`src/rtl/afifo_rd_driver_if.sv`:
```
// Async FIFO read-port bundle: the traffic engine (master) pops, the FIFO (slave) supplies data and empty.
interface afifo_rd_driver_if #(
  parameter int DATA_WIDTH = 8
);
  logic                  rinc;
  logic                  rempty;
  logic [DATA_WIDTH-1:0] rdata;

  modport master (output rinc, input rempty, input rdata);
  modport slave  (input rinc, output rempty, output rdata);
endinterface

```
`src/rtl/afifo_rd_driver.sv`:
```
// Read-side traffic engine for the async FIFO: bursty pops, data checking against an
// incrementing sequence, and saturating read/error/underflow statistics.
module afifo_rd_driver #(
  parameter int DATA_WIDTH  = 8,
  parameter int CNT_WIDTH   = 16,
  parameter int BURST_WIDTH = 8,
  parameter int GAP_WIDTH   = 8
) (
  input  logic                   rclk,
  input  logic                   rrst,
  input  logic                   start,
  input  logic [CNT_WIDTH-1:0]   num_reads,
  input  logic [BURST_WIDTH-1:0] burst_len,
  input  logic [GAP_WIDTH-1:0]   gap_cycles,
  input  logic [DATA_WIDTH-1:0]  exp_seed,
  input  logic                   force_underflow,
  afifo_rd_driver_if.master      fifo,
  output logic                   busy,
  output logic                   done,
  output logic                   rd_valid,
  output logic [DATA_WIDTH-1:0]  rd_data,
  output logic [CNT_WIDTH-1:0]   rd_count,
  output logic [CNT_WIDTH-1:0]   err_count,
  output logic [CNT_WIDTH-1:0]   uflow_count
);

  typedef enum logic [1:0] {IDLE, BURST, GAP, DONE} state_t;

  state_t                 state, next_state;
  logic [CNT_WIDTH-1:0]   reads_left;
  logic [BURST_WIDTH-1:0] burst_left;
  logic [BURST_WIDTH-1:0] burst_len_l;
  logic [GAP_WIDTH-1:0]   gap_left;
  logic [GAP_WIDTH-1:0]   gap_cycles_l;
  logic [DATA_WIDTH-1:0]  exp_data;
  logic                   force_underflow_l;
  logic                   pop;
  logic                   uflow;
  logic                   burst_end;

  function automatic logic [CNT_WIDTH-1:0] sat_inc(input logic [CNT_WIDTH-1:0] v);
    return (v == '1) ? v : v + CNT_WIDTH'(1);
  endfunction

  // rinc is gated by rrst so the FIFO never sees a pop in a reset cycle
  assign fifo.rinc = (state == BURST) && (!fifo.rempty || force_underflow_l) && !rrst;
  assign pop       = fifo.rinc && !fifo.rempty;
  assign uflow     = fifo.rinc && fifo.rempty;
  assign burst_end = (burst_len_l != '0) && (burst_left == BURST_WIDTH'(1));
  assign busy      = (state != IDLE);
  assign done      = (state == DONE);

  always_ff @(posedge rclk) begin
    if (rrst) state <= IDLE;
    else      state <= next_state;
  end

  always_comb begin
    next_state = state;
    case (state)
      IDLE:  if (start) next_state = (num_reads == '0) ? DONE : BURST;
      BURST: begin
        if (pop) begin
          if (reads_left == CNT_WIDTH'(1))            next_state = DONE;
          else if (burst_end && gap_cycles_l != '0)   next_state = GAP;
        end
      end
      GAP:   if (gap_left <= GAP_WIDTH'(1)) next_state = BURST;
      DONE:  next_state = IDLE;
      default: next_state = IDLE;
    endcase
  end

  always_ff @(posedge rclk) begin
    if (rrst) begin
      rd_valid          <= 1'b0;
      rd_data           <= '0;
      rd_count          <= '0;
      err_count         <= '0;
      uflow_count       <= '0;
      reads_left        <= '0;
      burst_left        <= '0;
      burst_len_l       <= '0;
      gap_left          <= '0;
      gap_cycles_l      <= '0;
      exp_data          <= '0;
      force_underflow_l <= 1'b0;
    end else begin
      rd_valid <= 1'b0;
      case (state)
        IDLE: begin
          if (start) begin
            burst_len_l       <= burst_len;
            gap_cycles_l      <= gap_cycles;
            force_underflow_l <= force_underflow;
            reads_left        <= num_reads;
            burst_left        <= burst_len;
            exp_data          <= exp_seed;
            rd_count          <= '0;
            err_count         <= '0;
            uflow_count       <= '0;
          end
        end
        BURST: begin
          if (pop) begin
            rd_data    <= fifo.rdata;
            rd_valid   <= 1'b1;
            exp_data   <= exp_data + DATA_WIDTH'(1);
            rd_count   <= sat_inc(rd_count);
            reads_left <= reads_left - CNT_WIDTH'(1);
            gap_left   <= gap_cycles_l;
            if (fifo.rdata != exp_data) err_count <= sat_inc(err_count);
            // Burst counter reloads at the end of each burst; unbounded mode leaves it alone
            if (burst_len_l != '0) begin
              if (burst_end) burst_left <= burst_len_l;
              else           burst_left <= burst_left - BURST_WIDTH'(1);
            end
          end
          if (uflow) uflow_count <= sat_inc(uflow_count);
        end
        GAP: gap_left <= gap_left - GAP_WIDTH'(1);
        default: ;
      endcase
    end
  end

endmodule

```
`src/flat_wrapper.sv`:
```
// flat-port wrapper written by rule: the top's interface ports become plain ports
module afifo_rd_driver_flat 
#(
  parameter int DATA_WIDTH  = 8,
  parameter int CNT_WIDTH   = 16,
  parameter int BURST_WIDTH = 8,
  parameter int GAP_WIDTH   = 8
)
  (rclk, rrst, start, num_reads, burst_len, gap_cycles, exp_seed, force_underflow, busy, done, rd_valid, rd_data, rd_count, err_count, uflow_count, fifo_rinc, fifo_rempty, fifo_rdata);
  afifo_rd_driver_if #(.DATA_WIDTH(DATA_WIDTH)) fifo_i ();
  input  logic rclk;
  input  logic rrst;
  input  logic start;
  input  logic [CNT_WIDTH-1:0] num_reads;
  input  logic [BURST_WIDTH-1:0] burst_len;
  input  logic [GAP_WIDTH-1:0] gap_cycles;
  input  logic [DATA_WIDTH-1:0] exp_seed;
  input  logic force_underflow;
  output logic busy;
  output logic done;
  output logic rd_valid;
  output logic [DATA_WIDTH-1:0] rd_data;
  output logic [CNT_WIDTH-1:0] rd_count;
  output logic [CNT_WIDTH-1:0] err_count;
  output logic [CNT_WIDTH-1:0] uflow_count;
  output wire logic [$bits(fifo_i.rinc)-1:0] fifo_rinc;
  input wire logic [$bits(fifo_i.rempty)-1:0] fifo_rempty;
  input wire logic [$bits(fifo_i.rdata)-1:0] fifo_rdata;
  assign fifo_rinc = fifo_i.rinc;
  assign fifo_i.rempty = fifo_rempty;
  assign fifo_i.rdata = fifo_rdata;
  afifo_rd_driver #(.DATA_WIDTH(DATA_WIDTH), .CNT_WIDTH(CNT_WIDTH), .BURST_WIDTH(BURST_WIDTH), .GAP_WIDTH(GAP_WIDTH)) u_core (.rclk(rclk), .rrst(rrst), .start(start), .num_reads(num_reads), .burst_len(burst_len), .gap_cycles(gap_cycles), .exp_seed(exp_seed), .force_underflow(force_underflow), .fifo(fifo_i), .busy(busy), .done(done), .rd_valid(rd_valid), .rd_data(rd_data), .rd_count(rd_count), .err_count(err_count), .uflow_count(uflow_count));
endmodule
```
`config.mk`:
```
export PLATFORM = sky130hd
export DESIGN_NAME = afifo_rd_driver_flat
export DESIGN_NICKNAME = d
export VERILOG_FILES = /design/src/rtl/afifo_rd_driver_if.sv /design/src/rtl/afifo_rd_driver.sv /design/src/flat_wrapper.sv
export SDC_FILE = /design/constraint.sdc
export NUM_CORES = 1
export LEC_CHECK = 0
export ABC_AREA = 0
export CORE_MARGIN = 1
export CORE_UTILIZATION = 55
export CTS_CLUSTER_SIZE = 8
export DETAILED_ROUTE_END_ITERATION = 6
export GPL_TIMING_DRIVEN = 0
export PLACE_DENSITY_LB_ADDON = 0.12
export SYNTH_ARGS = -nofsm -noshare
export SYNTH_HDL_FRONTEND = slang
export SYNTH_SLANG_ARGS = --single-unit
```
`constraint.sdc`:
```
create_clock -name rclk -period 3.8 [get_ports rclk]
set_input_delay 0.76 -clock rclk [delete_from_list [all_inputs] [get_ports rclk]]
set_output_delay 0.76 -clock rclk [all_outputs]
set_load 0.005 [all_outputs]
```
==> results of run 1 <==
==> layout make-up <==
cell class | count | share of cell area
multi-input cells | 604 | 0.441
flip-flops and latches | 116 | 0.290
repair buffers | 112 | 0.140
clock buffers | 19 | 0.0538
plain buffers | 49 | 0.0245
clock inverters | 13 | 0.0228
well taps | 140 | 0.0218
inverters | 14 | 0.00655
==> how the worst min path moves through the flow <==
| stage | startpoint | depth (start not counted) | endpoint |
|---|---|---|---|
| 2_1_floorplan | u_core.reads_left[13] | 1 | u_core.reads_left[13] |
| 3_3_place_gp | u_core.rd_data[5] | 2 | u_core.rd_data[5] |
| 3_5_place_dp | u_core.rd_data[0] | 2 | u_core.rd_data[0] |
| 4_1_cts | u_core.rd_data[0] | 2 | u_core.rd_data[0] |
| 5_1_grt | u_core.rd_data[0] | 2 | u_core.rd_data[0] |
| 6_report | u_core.rd_data[0] | 2 | u_core.rd_data[0] |
==> power by group <==
part           internal, uW  switching (uW)
Sequential             1270            61.5
Clock                  1080             590
Combinational           212             307
==> through the flow <==
step           utilization  instance area (sq um)  total power [uW]
6_report             0.740                   8020              3520
5_1_grt              0.740                   8020              3630
4_1_cts              0.740                   8020              3500
3_5_place_dp         0.683                   7410              1860
3_3_place_gp         0.683                   7410              1840
2_1_floorplan            -                   6110              1660
==> synthesized netlist by cell type (all sizes together), types with 3 or more instances <==
library cell | n | area, sq um
dfxtp | 116 | 2320
nand2 | 108 | 408
a21oi | 75 | 375
nor2 | 63 | 236
o21ai | 52 | 260
clkbuf | 41 | 154
nand3 | 34 | 170
xnor2 | 24 | 210
nor3 | 22 | 110
nor4 | 19 | 119
o211ai | 17 | 128
or3 | 15 | 93.8
inv | 14 | 52.6
nand4 | 14 | 87.6
a211oi | 13 | 97.6
and3 | 12 | 75.1
or4 | 12 | 90.1
o31ai | 11 | 82.6
ha | 10 | 125
and4 | 8 | 70.1
buf | 8 | 42.5
and2 | 7 | 43.8
a31oi | 6 | 37.5
a22oi | 5 | 37.5
a311oi | 5 | 43.8
o2111ai | 5 | 43.8
xor2 | 5 | 43.8
mux2i | 4 | 40.0
nor3b | 4 | 30.0
a221oi | 3 | 26.3
a22o | 3 | 26.3
nand2b | 3 | 18.8
nand3b | 3 | 22.5
o21a | 3 | 22.5
o22ai | 3 | 18.8
o32ai | 3 | 26.3
==> routing by layer <==
layer,routed length (um),part of all wire,vias to the layer above
li1,-,-,3160
met1,7600,0.40,3206
met2,9070,0.48,392
met3,1510,0.080,66
met4,706,0.037,0
met5,0,0,-
==> sequential cells by signal, summed over array words and instances, names as in the netlist <==
register / flops
u_core.uflow_count: 16
u_core.burst_left: 8
u_core.exp_data: 8
u_core.rd_data: 8
u_core.state: 2
u_core.burst_len_l: 8
u_core.err_count: 16
u_core.rd_count: 16
u_core.rd_valid: 1
u_core.reads_left: 16
u_core.gap_cycles_l: 8
u_core.force_underflow_l: 1
u_core.gap_left: 8
==> critical path, delay by kind of cell <==
| family | cells | cell delay, ns |
|---|---|---|
| AND/OR/NAND/NOR | 1 | 0.51 |
| buffers and inverters | 2 | 1.06 |
| AO/OA/AOI/OAI | 1 | 0.30 |
==> logic make-up after synthesis <==
family / share of synthesized area
DFF: 0.380
AOI/OAI and AO/OA: 0.236
buffers and inverters: 0.0407
muxes: 0.00655
adders and majority gates: 0.0205
and+or+nand+nor: 0.274
xor gates and xnor gates: 0.0416
==> metrics.txt, run 1 <==
initial antenna violation count=0; layout overhead on the synthesized area=31.3%; Crit. Startpoint=rrst; IO Count=approximately 110; Syn Area/Cell=around 7.8 sq um; Sinks on Clock Net=116; vias in the first global route=approximately 6300; Period minus WS final=~3.4 ns; post-route setup slack=~0.42 ns; GR peak layer=met2; Starting Density=0.564; maximum vdd drop=0.332 mV; met3 usage=0.0672; status=completed; Worst R2R Setup Slack=approximately 0.97 ns; CTS resizes=0; die height=roughly 110 um; clk_lat worst skew=0.55 ns; GRT Overall Usage=0.336; Crit. End Element=output pin; CP Data Arrival Time=approximately 2.6 ns; post-synth cell types=66; met1 usage=0.407; RSZ-0062 raised after global routing=false; number of I/O port buffers=roughly 110; Setup Slack @ Placement=approximately 0.44 ns; delay of the slowest critical-path stage=around 0.55 ns; relative slew slack=0.458; worst r2r src=u_core.state[1]; CORE AREA=10800 sq um; DRC=0; period utilization=0.890; Bufs on Longest Clock Path=2; CTS tree=built; worst hold path class=reg -> reg; syn nets=846; Hold-fix buffers, CTS=0; # diodes=0; Placed Cells=slightly above 1000; Final ANT Viol Nets=0; CP max stage cell=clkdlybuf4s50_1; Power Density=roughly 440 nW/um^2; first-pass GRT wire length=about 30000 um; Hold Slack=around 0.46 ns; synthesized netlist cell count=about 780; Finished Layout Cells=approximately 1100; H-Tree Depth=4; Sequential Area=2320 sq um; number of max-cap violations=0; final clock skew=roughly 0.011 ns; drt total wl=18900 um; post-synthesis register bit count=between 100 and 150; final setup TNS=0 ns; fillers=840; Setup Fix Bufs, Post-CTS=0; area occupied by multi-input gates=approximately 3500 sq um; commonest cells after routing, fill and taps aside=116 x dfxtp_1, 112 x clkdlybuf4s50_1, 107 x nand2_1, 75 x a21oi_1, 63 x nor2_1; die area=11500 sq um; root buf cell=clkbuf_8; via count=roughly 6800; commonest non-fill, non-tap cell in the layout=dfxtp_1; First-pass DRT Iterations=6; RD Place Congestion=0.964; FMAX=about 300 MHz; Synth Warn #=0; RR Endpoint=u_core.rd_count[3]; dpl hpwl=13500 um; worst-path maximum fanout=6; Worst Path Required=between 3 and 4 ns; Post-synth top flop=dfxtp_1; Post-Synthesis Cell Area=approximately 6000 sq um; wire per inst=between 15 and 20 um; share of cells above drive strength 1=0.0507; Final Net Count=977; Clock transition at path regs=about 0.060 ns; leakage=around 0.0027 uW; fin. max-slew vios=0; Via density=about 6.4; die span in x=107 um; CP endpoint=fifo_rinc; Critical Path, Cell by Cell=clkdlybuf4s50_1 > nor3b_1 > a21boi_0 > clkdlybuf4s50_1; DRT iter0 DRCs=708; R2R cell count=7; crit-path most repeated cell=clkdlybuf4s50_1; post-synthesis sequential area ratio=0.380; row count=38; EDFF count, synth=0; grt ovf=0; Worst-Margin Slew=about 0.81 ns; GRT met2 Usage=0.560; async set-reset flop share out of synthesis=0; Crit Path Category=in -> out; number of setup violations in the final report=0; Final Hold Vio Count=0; pin count of the biggest net entering global routing=17; CTS Buf Count=17; startpoint class of the critical path=input pin
Power figures use the tool's default switching activity.
==> inputs of run 2 (changes only) <==
--- a/config.mk
+++ b/config.mk
@@ -6,8 +6,10 @@
 export NUM_CORES = 1
 export LEC_CHECK = 0
 export ABC_AREA = 0
+export CELL_PAD_IN_SITES_DETAIL_PLACEMENT = 1
+export CELL_PAD_IN_SITES_GLOBAL_PLACEMENT = 2
 export CORE_MARGIN = 1
-export CORE_UTILIZATION = 55
+export CORE_UTILIZATION = 33
 export CTS_CLUSTER_SIZE = 8
 export DETAILED_ROUTE_END_ITERATION = 6
 export GPL_TIMING_DRIVEN = 0
==> metrics.txt, run 2 (synthesis results as in run 1) <==
start point of the worst hold path=u_core.rd_data[4]; CP Data Arrival Time=2.67 ns; pin count of the biggest net entering global routing=17; die area=19100 sq um; Crit. Startpoint=rrst; Crit Path Category=in -> out; layout overhead on the synthesized area=31.4%; status=finished, violations left; commonest non-fill, non-tap cell in the layout=dfxtp_1; CORE AREA=about 18000 sq um; IO Count=about 110; dpl hpwl=~17000 um; first-pass GRT wire length=roughly 36000 um; CTS Buf Count=17; CTS resizes=0; period utilization=0.902; root buf cell=clkbuf_16; fin area=8030 sq um; relative slew slack=0.401; fin. max-slew vios=0; post-route setup slack=~0.37 ns; wire per inst=19.5 um; fillers=between 2000 and 2500; FMAX=292 MHz; number of setup violations in the final report=0; final setup TNS=0 ns; power after layout=about 3300 uW; share of cells above drive strength 1=0.0454; maximum vdd drop=0.345 mV; DRT iter0 DRCs=280; worst r2r src=u_core.state[1]; Worst-Margin Slew=about 0.90 ns; Highest Signal Layer=met4; CTS tree=built; GRT Overall Usage=0.236; drt total wl=22500 um; DRC=19; H-Tree Depth=4; commonest cells after routing, fill and taps aside=116 x dfxtp_1, 112 x clkdlybuf4s50_1, 107 x nand2_1, 75 x a21oi_1, 63 x nor2_1; Worst Path Required=approximately 3.0 ns; number of I/O port buffers=approximately 110; clk_lat worst skew=about 0.42 ns; Via density=about 5.7; # diodes=0; number of max-cap violations=0; Sinks on Clock Net=about 120; Starting Density=0.338; Crit. End Element=output pin; Period minus WS final=between 3 and 4 ns; row count=just under 50; RSZ-0062 raised after global routing=false; vias in the first global route=about 6600; leakage=roughly 0.0027 uW; failing checks=design-rule violations; die height=138 um; Routed met2 length=roughly 11000 um; Hold-fix buffers, CTS=0; via count=~6600; Setup Fix Bufs, Post-CTS=0; initial antenna violation count=0; Setup Slack @ Placement=around 0.14 ns; Final Net Count=between 900 and 1000; First-pass DRT Iterations=7; worst hold path class=reg -> reg; die span in x=138 um; Final ANT Viol Nets=0; Power Density=412 nW/um^2; Clock transition at path regs=about 0.050 ns; DR WL met3=slightly below 800 um; worst-path maximum fanout=6; final clock skew=0.00525 ns; final core utilization=0.444; startpoint class of the critical path=input pin; RD Place Congestion=between 0.8 and 0.9; grt ovf=0; Placed Area=roughly 7500 sq um; Bufs on Longest Clock Path=2; Metal-1 WL=10500 um; Final Hold Vio Count=0
[run 2: cell types whose count changed in the layout (fill, tap and decap cells not counted)]
cell        previous run  this run
bufinv_16              4         0
clkinvlp_4             4         0
clkbuf_1              42        45
clkinv_2               3         6
clkinv_4               2         0
clkbuf_16             16        17
clkbuf_8               2         3
[run 2: worst paths after layout]
| check | to | slack, ns | cells past startpoint |
|---|---|---|---|
| worst max-delay path | fifo_rinc | 0.37 | 4 |
| worst min-delay path | u_core.rd_data[4] | 0.47 | 2 |
| worst max register to register | u_core.rd_count[14] | 0.79 | 7 |
| worst min register to register | u_core.rd_data[4] | 0.47 | 2 |
[run 2: report_power, final]
group	leakage, uW	switching [uW]	internal (uW)	total [uW]
clock network	0.000259	570	869	1440
logic	0.00150	321	212	533
registers	0.000944	62.4	1270	1340
total	0.00271	954	2350	3310
[run 2: through the flow]
step | instances | hold slack (ns)
4_1_cts | 1154 | 0.475
6_report | 1154 | 0.469
3_5_place_dp | 1124 | 0.466
3_3_place_gp | 1124 | 0.449
2_1_floorplan | 783 | 0.437
5_1_grt | 1154 | 0.491
[run 2: critical path, cell delays in order]
cell and delay [ns]:
clkdlybuf4s50_1 0.51, nor3b_1 0.59, a21boi_0 0.24, clkdlybuf4s50_1 0.56
[run 2: cell type report]
type / count / area [sq um] / share of cell area
Multi-Input combinational cell: 604 / 3540 / 0.441
Sequential cell: 116 / 2320 / 0.289
Timing Repair Buffer: 112 / 1120 / 0.140
Clock buffer: 24 / 482 / 0.0600
Tap cell: 229 / 287 / 0.0357
Buffer: 49 / 196 / 0.0245
Inverter: 14 / 52.6 / 0.00654
Clock inverter: 6 / 30.0 / 0.00374
[run 2: routing by layer]
| metal | vias up | track usage |
|---|---|---|
| met5 | - | 0 |
| li1 | 3165 | - |
| met1 | 3285 | 0.301 |
| met4 | 0 | 0.0923 |
| met3 | 32 | 0.0350 |
| met2 | 152 | 0.403 |
